**config.mk**
```make
export PLATFORM = sky130hd
export DESIGN_NAME = fetch_sequencer
export DESIGN_NICKNAME = d
export VERILOG_FILES = /design/src/rtl/fetch_sequencer.sv
export SDC_FILE = /design/constraint.sdc
export NUM_CORES = 1
export LEC_CHECK = 0
export ABC_AREA = 1
export BUFFER_PORTS_ARGS = -buffer_cell sky130_fd_sc_hd__buf_2
export CAP_MARGIN = 5
export CORE_ASPECT_RATIO = 1.1
export CORE_MARGIN = 8
export CORE_UTILIZATION = 50
export DETAILED_ROUTE_END_ITERATION = 10
export GPL_TIMING_DRIVEN = 0
export PLACE_DENSITY_LB_ADDON = 0.12
export SLEW_MARGIN = 25
export SYNTH_ARGS = -nofsm -noshare
export SYNTH_HDL_FRONTEND = slang
export SYNTH_SLANG_ARGS = --single-unit
```
**constraint.sdc**
```tcl
create_clock -name clk -period 3 [get_ports clk]
set_clock_uncertainty 0.05 [all_clocks]
set_input_delay 0.15 -clock clk [delete_from_list [all_inputs] [get_ports clk]]
set_output_delay 0.15 -clock clk [all_outputs]
set_load 0.05 [all_outputs]
```
**src/rtl/fetch_sequencer.sv**
```systemverilog
// Instruction fetch sequencer: owns the fetch PC, issues single-outstanding reads
// to instruction memory and buffers returned words for decode; taken branches redirect.
module fetch_sequencer #(
  parameter int unsigned DEPTH    = 2,
  parameter logic [15:0] RESET_PC = 16'h0000
) (
  input  logic        clk,
  input  logic        rst_n,
  input  logic        halt,
  input  logic        branch_taken,
  input  logic [15:0] branch_target,
  output logic        imem_req,
  output logic [15:0] imem_addr,
  input  logic        imem_rvalid,
  input  logic [15:0] imem_rdata,
  output logic        dec_valid,
  input  logic        dec_ready,
  output logic [15:0] dec_instr,
  output logic [15:0] pc_current
);

  localparam int unsigned AW = (DEPTH > 1) ? $clog2(DEPTH) : 1;
  localparam int unsigned CW = AW + 1;
  localparam logic [CW-1:0] DEPTH_C = CW'(DEPTH);

  typedef enum logic [1:0] {
    IDLE,
    WAIT,
    DROP
  } state_t;

  state_t        state;
  logic [15:0]   fetch_pc;
  logic [15:0]   buf_instr [DEPTH];
  logic [15:0]   buf_pc    [DEPTH];
  logic [AW-1:0] rd_ptr;
  logic [AW-1:0] wr_ptr;
  logic [CW-1:0] count;
  logic [CW-1:0] count_next;
  logic          push;
  logic          pop;
  logic          can_issue;
  logic          issue;

  assign dec_valid  = (count != '0);
  assign dec_instr  = dec_valid ? buf_instr[rd_ptr] : '0;
  assign pc_current = dec_valid ? buf_pc[rd_ptr]    : '0;

  // A new read may only leave when nothing remains outstanding after this edge,
  // so the outstanding term of the fill check is always zero here.
  always_comb begin
    push       = (state == WAIT) && imem_rvalid && !branch_taken;
    pop        = dec_valid && dec_ready && !branch_taken;
    count_next = count;
    if (push && !pop) begin
      count_next = count + CW'(1);
    end else if (pop && !push) begin
      count_next = count - CW'(1);
    end
    can_issue = (state == IDLE) || ((state == WAIT) && imem_rvalid);
    issue     = can_issue && !halt && !branch_taken && (count_next < DEPTH_C);
  end

  always_ff @(posedge clk) begin
    if (push) begin
      buf_instr[wr_ptr] <= imem_rdata;
      buf_pc[wr_ptr]    <= fetch_pc;
    end
  end

  always_ff @(posedge clk or negedge rst_n) begin
    if (!rst_n) begin
      state     <= IDLE;
      fetch_pc  <= RESET_PC;
      rd_ptr    <= '0;
      wr_ptr    <= '0;
      count     <= '0;
      imem_req  <= 1'b0;
      imem_addr <= '0;
    end else begin
      imem_req <= 1'b0;
      if (branch_taken) begin
        count    <= '0;
        rd_ptr   <= '0;
        wr_ptr   <= '0;
        fetch_pc <= branch_target;
        if (state == WAIT) begin
          state <= imem_rvalid ? IDLE : DROP;
        end
      end else begin
        count <= count_next;
        if (push) begin
          wr_ptr   <= wr_ptr + AW'(1);
          fetch_pc <= fetch_pc + 16'd1;
        end
        if (pop) begin
          rd_ptr <= rd_ptr + AW'(1);
        end
        unique case (state)
          IDLE: begin
            if (issue) begin
              imem_req  <= 1'b1;
              imem_addr <= fetch_pc;
              state     <= WAIT;
            end
          end
          WAIT: begin
            if (imem_rvalid) begin
              if (issue) begin
                imem_req  <= 1'b1;
                imem_addr <= fetch_pc + 16'd1;
              end else begin
                state <= IDLE;
              end
            end
          end
          DROP: begin
            if (imem_rvalid) begin
              state <= IDLE;
            end
          end
          default: state <= IDLE;
        endcase
      end
    end
  end

endmodule

```
==> results of run 1 <==
## final timing paths
| check | startpoint | to | cells after the start |
|---|---|---|---|
| worst min-delay path | branch_target[3] | fetch_pc[3] | 3 |
| max in group asynchronous | rst_n | fetch_pc[11] | 2 |
| worst max register to register | count[0] | imem_addr[6] | 11 |
| worst max-delay path | count[0] | dec_instr[8] | 7 |
| worst min register to register | count[0] | count[0] | 1 |
| min in group asynchronous | rst_n | count[0] | 2 |
## final cells by class
cell class	instances	area, µm²	share of cell area [%]
plain buffers	18	83.8	1.46
flip-flops and latches	103	2900	50.5
inverters	26	97.6	1.70
clock inverters	3	46.3	0.807
well taps	114	143	2.49
repair buffers	121	811	14.1
multi-input cells	305	1480	25.7
clock buffers	13	181	3.16
## power breakdown
part           switching [mW]  total (mW)  leakage [nW]  internal (mW)
registers               0.152        1.88          1.07           1.73
logic                    1.15        1.54          1.37          0.393
clock network           0.464       0.956         0.111          0.491
total                    1.76        4.38          2.55           2.61
## cells in the mapped netlist, drive strengths merged, types with 6 or more instances
cell type and count:
dfrtp 39, nand2 101, o21ai 42, nor3 6
nor2 91, clkbuf 11, edfxtp 64, xor2 10
buf 7, nand3 21, inv 25, o211ai 12
## kinds of logic after synthesis
| kind of cell | count (synthesis) | synth area share [%] |
|---|---|---|
| and+or+nand+nor | 223 | 20.3 |
| DFF | 103 | 63.8 |
| AOI/OAI and AO/OA | 66 | 8.60 |
| buffers and inverters | 44 | 4.00 |
| xor gates and xnor gates | 13 | 2.51 |
| adders and majority gates | 2 | 0.551 |
| muxes | 1 | 0.221 |
## sequential cells by signal (all words and copies together) (netlist names)
| name | flops |
|---|---|
| buf_pc | 32 |
| rd_ptr | 1 |
| imem_req | 1 |
| buf_instr | 32 |
| fetch_pc | 16 |
| wr_ptr | 1 |
| imem_addr | 16 |
| count | 2 |
| state | 2 |
## worst register-to-register path, cell delays in order (launching register included)
cell      delay, ns
dfrtp_1        0.38
inv_1          0.05
ha_1           0.18
inv_1          0.18
nand2_1        0.19
nor2_1         0.17
nand3_1        0.10
nand3_2        0.12
nand3_4        0.14
inv_2          0.23
o211ai_1       0.16
nand2_1        0.10
## what timing repair did
action | 4_1_cts | 5_1_grt
buffers inserted | 0 | 0
hold endpoints to repair | 86 | 0
setup endpoints to repair | 0 | 0
hold buffers | 32 | 0
## layer usage
| metal | vias up | global-route usage (%) |
|---|---|---|
| met5 | - | 0 |
| met4 | 0 | 4.88 |
| met3 | 12 | 4.73 |
| met2 | 103 | 30.6 |
| met1 | 1667 | 23.6 |
| li1 | 1781 | - |
==> impl_metrics.ini, run 1 <==
[status]
outcome = finished, final reports clean

[finish]
num_antenna_cells = 0
post-route-cell-area_um2 = 5740
final_net_count = 624
layout_common_cells = nand2_1, buf_2, nor2_1
fillCellCount = 699
layout_commonest_cell = nand2_1
drive_gt1_share_pct = 20.5
final_core_util_pct = 65.0
area_delta_synth_final_pct = 26.4
final-instance-count-excl-fill = 703

[yosys]
async_reset_ff_share_pct = 37.9
synthDistinctLibCells = 33
post_synth_inst_count = 452
synth_top_cell_area_share_pct = 42.3
synth_top_cell_by_area = edfxtp_1
dominantRegCellSynth = edfxtp_1
synth_seq_area_share_pct = 63.8
postSynthAreaPerCell_um2 = 10.0
synth-edff-count = 64
synthesis.area_um2 = 4540
synth.yosys.warnings = 0
synth.net_count = 492
synth.top_cells.by_area = edfxtp_1, dfrtp_1, nand2_1
yosys_register_bits = 103

[critical_path]
cp.arrival_ns = 2.12
timing.critical_path.fanout_max = 10
r2r_slack_ns = 0.89
cell_by_cell_listing_of_the_critical_path = inv_1, ha_1, inv_1, clkbuf_1, o21ai_0, nor2_1, buf_2
timing.setup.critical_path_class = reg2out
critical_path_required_ns = 2.80
cpLargestDelayFamily = buffers and inverters
crit_slowest_cell = clkbuf_1
critical-path-top-cell-by-count = inv_1
timing.critical_path.buf_inv = 4
slowest_delay_ns = 0.39
startpoint_type = flop
crit_path_end_kind = output pin

[die]
design.die.area_um2 = 12400
dieHeight_um = 116
core-area_um2 = 8830
rows = 36
floorplan.initialDensity_pct = 51.4
io_pins = 88
die_width_um = 107

[timing]
post_layout_worst_setup_margin_ns = 0.680
max_clock_freq_mhz = 431
maxSlewViolCount = 0
worst_slew_pin_slew_ns = 0.894
fin_crit_sh_pct = 77.3
worst_slew_margin_rel_pct = 40.4
post-route-min-period_ns = 2.32
report.final.hold_viol_count = 0
hold-worst-slack_ns = 0.0107
timing.final.setup_violations = 0
grt_setup_unrepaired = false
tns_setup_ns = 0

[global_route]
antenna_found_initial = 0
vias_in_the_first_global_route = 3693
global_route_wire_length_before_repair_mm = 18.2
gr-total-overflow = 0
grt_start_max_net_pins = 40
grt_use_total_pct = 18.5

[clocking]
cts_made_buffers = 9
clock_sinks = 103
clock_latency_ns = 0.36
clkSlewWorstSetupHoldPaths_ns = 0.10
cts_tree = done
post_cts_resized = 0
ctsHtreeMaxLevel = 3
cts_max_path_buffers = 2
cts_root_buf = clkbuf_8

[detailed_routing]
drt_pass_1_iters = 4
route.layer.met1.wl_mm = 4.98
wl_met3_um = 700
route.detailed.drc = 0
via_per_inst = 5.07
dr.first_iter.drc_count = 199
highest_layer = met4
drt-wirelength-per-cell_um = 15.8
route.vias.total = 3563
drt_wl_total_mm = 11.1
ant_nets = 0
dr_wl_met2_mm = 5.28

[placed_design]
dpl.cell_count = 655
place_ws_ns = 0.909
placement.cell_area_um2 = 5190
globalplace.congestion = 0.870
detailedPlacementHpwl_mm = 7.81
portBuffers = 87

[power]
report.power.total_mw = 4.38
p_per_area_nw_per_um2 = 763
power_leakage_nw = 2.55
worst_ir_drop_vdd_mv = 0.546

[min_path]
timing.hold.worst.class = in2reg

[job]
cap_viol_max_count = 0
Note: power is estimated with default switching activity, not from simulation.
==> run 2: changes to the inputs <==
clock period = 2 ns   (was 3 ns; I/O delays follow)
==> impl_metrics.ini, run 2 (synthesis gave the netlist of run 1 again) <==
[detailed_routing]
dr.first_iter.drc_count = 187
drt_wl_total_mm = 11.4
drt_pass_1_iters = 6
route.vias.total = 3623
ant_nets = 0
via_per_inst = 5.09
route.detailed.drc = 0
drt-wirelength-per-cell_um = 16.1

[die]
die_width_um = 107
io_pins = 88
core-area_um2 = 8830
dieHeight_um = 116
design.die.area_um2 = 12400
floorplan.initialDensity_pct = 51.4
rows = 36

[min_path]
timing.hold.worst.class = in2reg

[timing]
post-route-min-period_ns = 2.04
timing.final.setup_violations = 4
post_layout_worst_setup_margin_ns = -0.0380
maxSlewViolCount = 0
worst_slew_pin_slew_ns = 0.743
fin_crit_sh_pct = 102
max_clock_freq_mhz = 491
hold-worst-slack_ns = 0.0183
report.final.hold_viol_count = 0
grt_setup_unrepaired = true
worst_slew_margin_rel_pct = 50.1
tns_setup_ns = -0.0655

[clocking]
cts_tree = done
clock_sinks = 103
clkSlewWorstSetupHoldPaths_ns = 0.10
cts_root_buf = clkbuf_8
ctsHtreeMaxLevel = 3
cts_made_buffers = 9
cts_max_path_buffers = 2
clock_latency_ns = 0.37

[placed_design]
globalplace.congestion = 0.921
detailedPlacementHpwl_mm = 7.66
portBuffers = 87

[status]
outcome = finished with violations
failed_checks = negative setup slack

[critical_path]
startpoint_type = flop
cp.arrival_ns = 2.27
crit_path_end_kind = flop
timing.setup.critical_path_class = reg2reg
critical_path_required_ns = 2.24
timing.critical_path.fanout_max = 6

[global_route]
grt_start_max_net_pins = 40
global_route_wire_length_before_repair_mm = 18.1
grt_use_total_pct = 18.6
antenna_found_initial = 0
vias_in_the_first_global_route = 3589
gr-total-overflow = 0

[finish]
area_delta_synth_final_pct = 31.7
layout_common_cells = nand2_1, nor2_1, edfxtp_1
drive_gt1_share_pct = 25.8
num_antenna_cells = 0
biggest_regs = buf_instr (32), buf_pc (32)
layout_commonest_cell = nand2_1
final_net_count = 633

[power]
p_per_area_nw_per_um2 = 1090
worst_ir_drop_vdd_mv = 0.928
power_leakage_nw = 2.60

[job]
cap_viol_max_count = 0
## run 2: cell types whose count changed in the layout (fill, tap and decap cells not counted), moves of 5 or more
cell      delta
clkbuf_2     +5
clkbuf_1    -10
nor2_2       +9
buf_6       +13
buf_4       +18
nor2_1      -10
buf_2       -30
clkbuf_4     +7
## run 2: timing repair
action | 4_1_cts | 5_1_grt
buffers inserted | 3 | 2
hold buffers | 34 | 0
pin swaps | 2 | 1
endpoints found under the hold margin | 88 | 0
gates cloned | 0 | 2
resized for setup | 26 | 54
endpoints found under the setup margin | 77 | 48
## run 2: layout make-up
| type | count | area (µm²) |
|---|---|---|
| Buffer | 18 | 109 |
| Clock buffer | 10 | 128 |
| Clock inverter | 6 | 52.6 |
| Fill cell | 699 | 2850 |
| Inverter | 26 | 109 |
| Multi-Input combinational cell | 306 | 1540 |
| Sequential cell | 103 | 2900 |
| Tap cell | 114 | 143 |
| Timing Repair Buffer | 129 | 997 |
## run 2: where the power goes
group	switching [mW]	internal [mW]	total, mW
Combinational	1.77	0.709	2.48
Clock	0.746	0.471	1.22
Sequential	0.227	2.59	2.82
## run 2: worst paths after layout
check / start / end / slack, ns / cells after the start
max: state[0] / imem_addr[13] / -0.04 / 7
min: imem_rvalid / state[1] / 0.02 / 4
max reg2reg: state[0] / imem_addr[13] / -0.04 / 7
min reg2reg: imem_addr[11] / imem_addr[11] / 0.44 / 2
max in group asynchronous: rst_n / fetch_pc[1] / 1.33 / 2
min in group asynchronous: rst_n / count[0] / 0.19 / 2
## run 2: stage by stage
stage	instances	utilization [%]	area [µm²]	total power [mW]	setup slack, ns
after floorplan	452	-	4570	4.50	-0.163
after global placement	653	58.3	5150	5.08	-0.787
after detailed placement	655	58.9	5200	5.12	-0.0930
after CTS	708	65.9	5820	6.44	-0.00876
after global routing	712	67.7	5980	6.85	-0.0379
final	712	67.7	5980	6.51	-0.0380
## run 2: critical path, cell delays in order (launching register included)
cell and delay, ns:
dfrtp_1 0.45, inv_1 0.12, o21ai_0 0.08, nor3_1 0.58, nand3_4 0.26, buf_4 0.21, nand2_1 0.04, a21boi_1 0.16
## run 2: layer usage
layer	track usage, %	vias to the layer above	wire [µm]
met2	30.4	103	5550
li1	-	1807	-
met5	0	-	0
met3	4.06	14	651
met4	6.85	0	197
met1	23.8	1699	5040
